<file path="src/rtl/acc_program_sequencer_if.sv">
// ROM fetch and datapath bus between the program sequencer and its two slaves.
// The master drives the ROM strobe/address and datapath controls; the slaves return data.
interface acc_program_sequencer_if #(
   parameter int ADDR_W = 4,
   parameter int DATA_W = 8
);
   logic              rom_en;
   logic [ADDR_W-1:0] rom_addr;
   logic [DATA_W+2:0] rom_data;
   logic [DATA_W-1:0] acc_in;
   logic [2:0]        opcode;
   logic [DATA_W-1:0] Data_bus_in;
   logic              dp_en;
   logic              st_we;
   logic [DATA_W-1:0] st_data;

   modport master (
      output rom_en, rom_addr, opcode, Data_bus_in, dp_en, st_we, st_data,
      input  rom_data, acc_in
   );

   modport slave (
      input  rom_en, rom_addr, opcode, Data_bus_in, dp_en, st_we, st_data,
      output rom_data, acc_in
   );
endinterface

</file>
<file path="src/rtl/acc_program_sequencer.sv">
// Fetch/decode/execute sequencer for the 8-bit accumulator datapath.
// Runs a program from a synchronous ROM, resolving JMP/JZ/HALT and a step watchdog locally.
module acc_program_sequencer #(
   parameter int ADDR_W    = 4,
   parameter int DATA_W    = 8,
   parameter int MAX_STEPS = 255
) (
   input  logic                  clock,
   input  logic                  reset,
   input  logic                  start,
   input  logic [ADDR_W-1:0]     start_addr,
   acc_program_sequencer_if.master bus,
   output logic [ADDR_W-1:0]     pc,
   output logic                  busy,
   output logic                  done,
   output logic                  err
);

   localparam logic [2:0] OpAdd   = 3'b000;
   localparam logic [2:0] OpLoad  = 3'b001;
   localparam logic [2:0] OpStore = 3'b010;
   localparam logic [2:0] OpJmp   = 3'b011;
   localparam logic [2:0] OpJz    = 3'b100;
   localparam logic [2:0] OpHalt  = 3'b111;

   typedef enum logic [2:0] {StIdle, StFetch, StDecode, StExec, StHalt} state_t;

   state_t            state_q, state_d;
   logic [ADDR_W-1:0] pc_q, pc_d;
   logic [2:0]        ir_op_q, ir_op_d;
   logic [DATA_W-1:0] ir_operand_q, ir_operand_d;
   logic [15:0]       steps_q, steps_d;
   logic              err_q, err_d;

   always_ff @(posedge clock) begin
      if (reset) begin
         state_q      <= StIdle;
         pc_q         <= '0;
         ir_op_q      <= OpStore;
         ir_operand_q <= '0;
         steps_q      <= '0;
         err_q        <= 1'b0;
      end else begin
         state_q      <= state_d;
         pc_q         <= pc_d;
         ir_op_q      <= ir_op_d;
         ir_operand_q <= ir_operand_d;
         steps_q      <= steps_d;
         err_q        <= err_d;
      end
   end

   always_comb begin
      state_d         = state_q;
      pc_d            = pc_q;
      ir_op_d         = ir_op_q;
      ir_operand_d    = ir_operand_q;
      steps_d         = steps_q;
      err_d           = err_q;
      bus.rom_en      = 1'b0;
      bus.rom_addr    = pc_q;
      // STORE with a zero operand leaves the datapath accumulator untouched
      bus.opcode      = OpStore;
      bus.Data_bus_in = '0;
      bus.dp_en       = 1'b0;
      bus.st_we       = 1'b0;
      bus.st_data     = '0;
      done            = 1'b0;

      unique case (state_q)
         StIdle: begin
            if (start) begin
               pc_d    = start_addr;
               steps_d = '0;
               err_d   = 1'b0;
               state_d = StFetch;
            end
         end
         StFetch: begin
            bus.rom_en = 1'b1;
            state_d    = StDecode;
         end
         StDecode: begin
            ir_op_d      = bus.rom_data[DATA_W+2:DATA_W];
            ir_operand_d = bus.rom_data[DATA_W-1:0];
            state_d      = StExec;
         end
         StExec: begin
            steps_d = steps_q + 16'd1;
            pc_d    = pc_q + ADDR_W'(1);
            case (ir_op_q)
               OpAdd, OpLoad: begin
                  bus.opcode      = ir_op_q;
                  bus.Data_bus_in = ir_operand_q;
                  bus.dp_en       = 1'b1;
               end
               OpStore: begin
                  bus.opcode      = ir_op_q;
                  bus.Data_bus_in = ir_operand_q;
                  bus.dp_en       = 1'b1;
                  bus.st_we       = 1'b1;
                  bus.st_data     = bus.acc_in;
               end
               OpJmp: pc_d = ir_operand_q[ADDR_W-1:0];
               OpJz: begin
                  if (bus.acc_in == '0) pc_d = ir_operand_q[ADDR_W-1:0];
               end
               default: ;
            endcase
            // HALT counts as a step but takes precedence over the watchdog
            if (ir_op_q == OpHalt) begin
               state_d = StHalt;
            end else if (steps_d == 16'(MAX_STEPS)) begin
               state_d = StHalt;
               err_d   = 1'b1;
            end else begin
               state_d = StFetch;
            end
         end
         StHalt: begin
            done    = 1'b1;
            state_d = StIdle;
         end
         default: state_d = StIdle;
      endcase
   end

   assign pc   = pc_q;
   assign busy = (state_q != StIdle);
   assign err  = err_q;

endmodule
</file>
<file path="src/flat_wrapper.sv">
// flat-port wrapper written by rule: the top's interface ports become plain ports
module acc_program_sequencer_flat 
#(
   parameter int ADDR_W    = 4,
   parameter int DATA_W    = 8,
   parameter int MAX_STEPS = 255
)
  (clock, reset, start, start_addr, pc, busy, done, err, bus_rom_en, bus_rom_addr, bus_opcode, bus_Data_bus_in, bus_dp_en, bus_st_we, bus_st_data, bus_rom_data, bus_acc_in);
  acc_program_sequencer_if #(.ADDR_W(ADDR_W), .DATA_W(DATA_W)) bus_i ();
  input  logic clock;
  input  logic reset;
  input  logic start;
  input  logic [ADDR_W-1:0] start_addr;
  output logic [ADDR_W-1:0] pc;
  output logic busy;
  output logic done;
  output logic err;
  output wire logic [$bits(bus_i.rom_en)-1:0] bus_rom_en;
  output wire logic [$bits(bus_i.rom_addr)-1:0] bus_rom_addr;
  output wire logic [$bits(bus_i.opcode)-1:0] bus_opcode;
  output wire logic [$bits(bus_i.Data_bus_in)-1:0] bus_Data_bus_in;
  output wire logic [$bits(bus_i.dp_en)-1:0] bus_dp_en;
  output wire logic [$bits(bus_i.st_we)-1:0] bus_st_we;
  output wire logic [$bits(bus_i.st_data)-1:0] bus_st_data;
  input wire logic [$bits(bus_i.rom_data)-1:0] bus_rom_data;
  input wire logic [$bits(bus_i.acc_in)-1:0] bus_acc_in;
  assign bus_rom_en = bus_i.rom_en;
  assign bus_rom_addr = bus_i.rom_addr;
  assign bus_opcode = bus_i.opcode;
  assign bus_Data_bus_in = bus_i.Data_bus_in;
  assign bus_dp_en = bus_i.dp_en;
  assign bus_st_we = bus_i.st_we;
  assign bus_st_data = bus_i.st_data;
  assign bus_i.rom_data = bus_rom_data;
  assign bus_i.acc_in = bus_acc_in;
  acc_program_sequencer #(.ADDR_W(ADDR_W), .DATA_W(DATA_W), .MAX_STEPS(MAX_STEPS)) u_core (.clock(clock), .reset(reset), .start(start), .start_addr(start_addr), .bus(bus_i), .pc(pc), .busy(busy), .done(done), .err(err));
endmodule
</file>
<file path="config.mk">
export PLATFORM = sky130hd
export DESIGN_NAME = acc_program_sequencer_flat
export DESIGN_NICKNAME = d
export VERILOG_FILES = /design/src/rtl/acc_program_sequencer_if.sv /design/src/rtl/acc_program_sequencer.sv /design/src/flat_wrapper.sv
export SDC_FILE = /design/constraint.sdc
export NUM_CORES = 1
export LEC_CHECK = 0
export CORE_MARGIN = 3
export CORE_UTILIZATION = 35
export DETAILED_ROUTE_END_ITERATION = 8
export SKIP_CTS_REPAIR_TIMING = 1
export SYNTH_ARGS = -nofsm -noshare
export SYNTH_HDL_FRONTEND = slang
export SYNTH_SLANG_ARGS = --single-unit
</file>
<file path="constraint.sdc">
create_clock -name clock -period 2 [get_ports clock]
set_input_delay 0.4 -clock clock [delete_from_list [all_inputs] [get_ports clock]]
set_output_delay 0.4 -clock clock [all_outputs]
set_load 0.02 [all_outputs]
</file>
* Word level (Yosys, flattened, before mapping) *
Cells that the tools add are included.

cells by class
  equal/unequal tests = 13
  shift operators = 0
  add/sub/neg operators = 2
  bitwise logic cells = 0
  multiply operators = 0
  mux-type cells = 26
  reduce and logical (&&, ||, !) cells = 8
  divide/modulo/power cells = 0
  order comparisons = 0

operators with widths
  operator                                               number
  two-way mux 8 bit                                      4
  case mux 16 bit (2 select lines)                       1
  adder 16 x 1 -> 16 bit, second input constant          1
  == test 16 x 8 -> 1 bit, second input constant         1
  two-way mux 16 bit                                     1
  case mux 4 bit (2 select lines)                        2
  two-way mux 3 bit                                      5
  == test 3 x 2 -> 1 bit, second input constant          4
  case mux 3 bit (4 select lines)                        1
  == test 3 bit, second input constant                   3
  two-way mux 1 bit                                      9
  logical NOT 8 bit                                      1
  two-way mux 4 bit                                      2
  == test 3 x 1 -> 1 bit, second input constant          2
  logical NOT 3 bit                                      2
  adder 4 x 1 -> 4 bit, second input constant            1
  inequality test 2 bit, second input constant           2
  AND reduction 4 bit                                    1
  nonzero test 3 bit                                     1
  OR reduction 3 bit                                     1
  inequality test 2 x 1 -> 1 bit, second input constant  1
  case mux 1 bit (2 select lines)                        1
  AND reduction 2 bit                                    1
  nonzero test 2 bit                                     1

storage, ports and cells
  register bits = 35
  latch bits = 0
  memories = 0
  ROM bits = 0
  input port bits = 26
  bits in writable memories = 0

* Depth between registers and ports, before layout *
Gate-level depths: netlist of run 1.

  depth after elaboration = 5
  gate-level depth with buffers = 7
  mapped depth without buffers = 7

* Worst setup path after synthesis of run 1 *
Ideal clock, no wire load.

  path kind = reg2out
  start point = register u_core.state_q[2]
  end point = output bus_st_data[0]
  stages on the path, launching flop included = 5
  buffers on the path = 1
  setup slack = -162 ps
  arrival = 1762 ps
  cell sequence = dfxtp_1 buf_2 nand3b_2 nor4b_2 and2_1

between the ends
  cells in the longest elaborated chain, start to end = 2

ends and longest elaborated chain
  item                      line                         source
  start: declaration        acc_program_sequencer.sv:28  state_t state_q, state_d;
  start signal: assignment  acc_program_sequencer.sv:37  state_q <= StIdle;
  start signal: assignment  acc_program_sequencer.sv:44  state_q <= state_d;
  == test 3 x 2 -> 1 bit    acc_program_sequencer.sv:70  unique case (state_q)
  two-way mux 8 bit         acc_program_sequencer.sv:70
  end: declaration          flat_wrapper.sv:24           output wire logic [$bits(bus_i.st_data)-1:0] bus_st_data;

Every way passes these cells.

* Worst setup path in the final report of run 1 *
  start point = register u_core.state_q[2]
  end point = output bus_st_data[6]

The elaborated chain is that of the path after synthesis.

==> results.md, run 1 <==
- Logic gate share of total power: 35.1%
- Mapped Nets: 301
- Final period util: 98.8%
- Crit end category: output port
- Share of the synthesized area in the top cell type: 32.5%
- Arrival time at the worst endpoint: 1.58 ns
- Sequential share of the synthesized area: 32.5%
- Leakage dissipation: 1.35 nW
- Slew HR: 61.7%
- Tot Pwr: 2.36 mW
- Antenna-violating nets left: 0
- Die ar.: 7130 um2
- Fillers: 563
- Final WS setup: 0.0247 ns
- Power per Cell Area: 779 nW/um2
- CTS Buf Count: 5
- Switching share of power: 33.9%
- Nature of the critical path startpoint: flip-flop
- Top-count cell post-synth: nand2_1
- GPL Wtd Cong: 0.841
- Row count: 27
- Asr flop ratio synth: 0%
- CTS max path bufs: 2
- CTS sink cnt: 35
- Min cycle time layout: 1.98 ns
- DR pass1 iterations: 4
- Crit path kind: flip-flop to output port
- Nets: 367
- Initial DRC count: 96
- Synth warn: 0
- H-tree levels: 2
- Final setup vio count: 0
- CTS tree: built
- RSZ-0062 raised after global routing: true
- Hold slack: 0.455 ns
- Flops & latches, synth: 35
- Seq pwr share: 36.6%
- Initial antenna violation count: 0
- Average wire per standard cell: 13.9 um
- Fin. Hold Viols: 0
- CORE AREA: 5740 um2
- Clk_lat worst skew: 0.29 ns
- Status: finished, final reports clean
- Synth top cells by count: nand2_1 (45), dfxtp_1 (35), a21oi_1 (25), nor2_1 (21), and2_1 (19)
- Layout cells sized above 1: 20.1%
- Horiz. Die Dim: 84.4 um
- Vias per inst: 5.14
- Residual DRC: 0
- # diodes: 0
- Post-route design area: 3030 um2
- Worst Skew: 0.00511 ns
- P&R area growth vs syn: 40.6%
- Die height: 84.4 um
- Worst hold-check path type: flip-flop to flip-flop
- IO Pins: 59
- Worst slack at placement: -0.179 ns
- Initial core utilization: 37.5%
- Vias in the first global route: 1832
- Max Transition Viols Final: 0
- Multi-input logic area: 1320 um2
- Root Buffer: clkbuf_8
- First-pass GRT wire length: 9230 um
- NetSw: 799 uW
- Max_cap viols: 0
- Total grt overflow: 0
- Clock transition at path regs: 0.07 ns
- Clock power frac: 28.2%
- Number of distinct library cells after synthesis: 52
- Number of flops mapped to enable cells by yosys: 0
- GRT Overall Usage: 15.6%
- Post-placement cell area: 2810 um2
- Top cells by area, synth: dfxtp_1 (33%), nand2_1 (7.8%), a21oi_1 (5.8%)
- Slew @ Worst Pin: 0.571 ns
- Max VDD drop: 0.000574 V
- Post-Syn Area per Cell: 7.92 um2
- Vias: 2111
- Number of port buffers: 57
- WP data required: 1.60 ns
- Post-Route WL: 5710 um
- Area leader, netlist: dfxtp_1
- Mapped Cells: 272
- Top FF cell, synth: dfxtp_1
- Largest net degree at the start of global routing: 23
- Seq. cell area: 711 um2
- Detailed placement HPWL: 4130 um
- Internal: 1.56 mW
- Synthesized cell area: 2150 um2
- F_max: 506 MHz
- Critical path fanouts, max: 5
state kept, by name (all words and copies together), names as in the netlist:
register             count
u_core.err               1
u_core.state_q           3
u_core.ir_operand_q      8
u_core.steps_q          16
u_core.bus.rom_addr      4
u_core.ir_op_q           3
logic make-up after synthesis:
group / count (synthesis) / share of synthesized area (%)
AOI/OAI and AO/OA: 54 / 15.7
xor gates and xnor gates: 9 / 3.66
adders and majority gates: 3 / 1.74
buffers and inverters: 27 / 9.01
DFF: 35 / 32.5
muxes: 2 / 0.988
other: 1 / 0.174
and+or+nand+nor: 141 / 36.2
layout make-up:
| type | count | share of cell area [%] |
|---|---|---|
| multi-input combinational | 211 | 43.5 |
| timing repair buffer | 80 | 25.5 |
| sequential | 35 | 23.5 |
| tap | 72 | 2.98 |
| clock buffer | 6 | 2.73 |
| clock inverter | 2 | 1.16 |
| inverter | 5 | 0.620 |
path summary, 6_finish.rpt:
check | startpoint | endpoint | slack (ns) | depth (start not counted)
setup / recovery | u_core.state_q[2]$_SDFFE_PP0P_ | bus_st_data[6] | 0.02 | 5
hold / removal | u_core.ir_operand_q[7]$_SDFFE_PP0P_ | u_core.ir_operand_q[7]$_SDFFE_PP0P_ | 0.46 | 2
setup reg to reg | u_core.steps_q[4]$_SDFFE_PP0P_ | u_core.state_q[0]$_SDFFE_PP0P_ | 0.16 | 6
hold reg to reg | u_core.ir_operand_q[7]$_SDFFE_PP0P_ | u_core.ir_operand_q[7]$_SDFFE_PP0P_ | 0.46 | 2
stage by stage:
step / TNS, ns / util, % / std cells
global route: -0.409 / 52.7 / 411
global placement: -1.92 / 48.9 / 399
finish: 0 / 52.7 / 411
CTS: -8.40 / 51.0 / 407
floorplan: 0 / - / 272
detailed placement: -2.35 / 48.9 / 399
per-layer routing:
| metal | wire length [um] | share of wire (%) | up-vias | GRT usage [%] |
|---|---|---|---|---|
| met5 | 0 | 0 | - | 0 |
| met4 | 55 | 0.96 | 0 | 3.88 |
| met1 | 2890 | 51 | 972 | 23.4 |
| met2 | 2470 | 43 | 46 | 22.4 |
| met3 | 291 | 5.1 | 6 | 3.73 |
| li1 | - | - | 1087 | - |
worst max-delay path: stages, from the launching register on:
cell and delay, ns:
dfxtp_2 0.32, nand3b_4 0.19, buf_4 0.16, nor4b_4 0.27, and2_1 0.17, clkbuf_2 0.16
layout by cell type, fill, tap and decap left out, drive strengths merged, types with 2 or more instances in the layout:
cell	Yosys	routed
nand2	46	46
dfxtp	35	35
clkdlybuf4s50	0	34
buf	12	26
a21oi	25	25
nor2	23	23
and2	19	19
dlymetal6s2s	0	15
clkbuf	10	11
nand3	10	10
o21ai	9	9
nand4	8	8
nor3	8	8
a311oi	7	7
nor4	7	7
inv	5	5
xor2	5	5
xnor2	4	4
a211oi	4	4
nand3b	4	4
or3	4	4
nor2b	3	3
a22oi	3	3
nor3b	3	3
nor4b	2	3
ha	3	3
a31oi	2	2
power groups by stage:
stage | Clock, mW | Sequential, mW | Combinational, mW
4_1_cts | 0.690 | 0.844 | 0.817
3_5_place_dp | 0 | 0.860 | 0.814
2_1_floorplan | 0 | 0.856 | 0.500
5_1_grt | 0.721 | 0.875 | 0.908
3_3_place_gp | 0 | 0.858 | 0.810
6_report | 0.666 | 0.864 | 0.828
Power figures use the tool's default switching activity.
==> inputs of run 2 (changes only) <==
Settings changed: RECOVER_POWER set to 25.
==> results.md, run 2 (synthesized netlist as in run 1, its figures left out) <==
- Max reg flops: 16
- F_max: 507 MHz
- Max VDD drop: 0.000579 V
- Arrival time at the worst endpoint: 1.57 ns
- Nets: 367
- Worst Skew: 0.00510 ns
- Largest net degree at the start of global routing: 23
- H-tree levels: 2
- CTS tree: built
- Final period util: 98.7%
- GRT Overall Usage: 15.6%
- Detailed placement HPWL: 4130 um
- Post-placement cell area: 2810 um2
- Fin. Hold Viols: 0
- TNS Setup: 0 ns
- # diodes: 0
- Slowest-stage cell, CP: dfxtp_2
- Post-layout util: 52.5%
- Vias: 2115
- Slew HR: 61.7%
- Final setup vio count: 0
- Min cycle time layout: 1.97 ns
- Vias in the first global route: 1832
- CTS Buf Count: 5
- P&R area growth vs syn: 40.2%
- Critical path fanouts, max: 5
- Initial antenna violation count: 0
- Clock transition at path regs: 0.07 ns
- Row count: 27
- Slew @ Worst Pin: 0.571 ns
- Root Buffer: clkbuf_8
- WP data required: 1.60 ns
- GPL Wtd Cong: 0.841
- Residual DRC: 0
- Vias per inst: 5.15
- Power per Cell Area: 779 nW/um2
- Leakage dissipation: 1.35 nW
- Placed insts: 399
- Post-route design area: 3020 um2
- Die height: 84.4 um
- Post-Route WL: 5720 um
- First-pass GRT wire length: 9230 um
- Initial DRC count: 96
- Die ar.: 7130 um2
- Most common cell after layout, fill and taps aside: nand2_1
- Max Transition Viols Final: 0
- Crit end category: output port
- Average wire per standard cell: 13.9 um
- Nature of the critical path startpoint: flip-flop
- Highest-count cells in the layout ignoring fill and taps: nand2_1 (45), clkdlybuf4s50_1 (33), dfxtp_1 (27), a21oi_1 (25)
- Clk_lat worst skew: 0.29 ns
- Worst hold-check path type: flip-flop to flip-flop
- Number of port buffers: 57
- DR pass1 iterations: 4
- Layout Cells excl Fill: 411
- Total grt overflow: 0
- Slowest cell delay on critical path: 0.32 ns
- Crit path kind: flip-flop to output port
- Most flops, register: u_core.steps_q
- CORE AREA: 5740 um2
- Antenna-violating nets left: 0
- Status: finished, final reports clean
- Horiz. Die Dim: 84.4 um
- CTS max path bufs: 2
- Layout cells sized above 1: 19.5%
- Max_cap viols: 0
- RSZ-0062 raised after global routing: true
- CP cell instances: nand3b_4 -> buf_4 -> nor4b_4 -> and2_1 -> clkbuf_2
- Initial core utilization: 37.5%
- IO Pins: 59
- CTS sink cnt: 35
- Tot Pwr: 2.35 mW
run 2: report_power, final:
part	internal, mW	switching [mW]	total, mW
Combinational	0.376	0.446	0.822
Sequential	0.774	0.0895	0.864
Clock	0.403	0.263	0.666
Total	1.55	0.798	2.35
run 2: layout make-up:
| cell class | instances | area (um2) |
|---|---|---|
| fillers | 562 | 2730 |
| multi-input cells | 211 | 1310 |
| repair buffers | 80 | 768 |
| flip-flops and latches | 35 | 711 |
| well taps | 72 | 90.1 |
| clock buffers | 6 | 82.6 |
| clock inverters | 2 | 35.0 |
| inverters | 5 | 18.8 |
run 2: critical path: cells and delay by family, from the launching register on:
family / cells / cell delay, ns
buffers and inverters: 2 / 0.32
AND/OR/NAND/NOR: 3 / 0.63
flip-flops: 1 / 0.32
run 2: stage by stage:
stage / worst slack [ns] / hold slack [ns]
global placement: -0.148 / 0.440
finish: 0.0263 / 0.455
detailed placement: -0.179 / 0.444
floorplan: 0.0406 / 0.429
global route: -0.0991 / 0.471
CTS: -0.504 / 0.455
run 2: path summary, 6_finish.rpt:
kind,startpoint,end,slack [ns],cells after the start
worst min register to register,u_core.ir_operand_q[7]$_SDFFE_PP0P_,u_core.ir_operand_q[7]$_SDFFE_PP0P_,0.46,2
worst max register to register,u_core.steps_q[4]$_SDFFE_PP0P_,u_core.state_q[0]$_SDFFE_PP0P_,0.16,6
worst max-delay path,u_core.state_q[2]$_SDFFE_PP0P_,bus_st_data[6],0.03,5
worst min-delay path,u_core.ir_operand_q[7]$_SDFFE_PP0P_,u_core.ir_operand_q[7]$_SDFFE_PP0P_,0.46,2
run 2: routing by layer:
| metal | GRT usage [%] | share of wire, % | vias to the layer above |
|---|---|---|---|
| li1 | - | - | 1087 |
| met1 | 23.4 | 51 | 978 |
| met2 | 22.4 | 43 | 44 |
| met3 | 3.73 | 5.0 | 6 |
| met4 | 3.88 | 0.96 | 0 |
| met5 | 0 | 0 | - |
==> inputs of run 3 (changes only) <==
Settings changed: HOLD_SLACK_MARGIN set to 0.02.
==> results of run 3 <==
No change in the layout: final DEF, timing and power equal those of run 2.
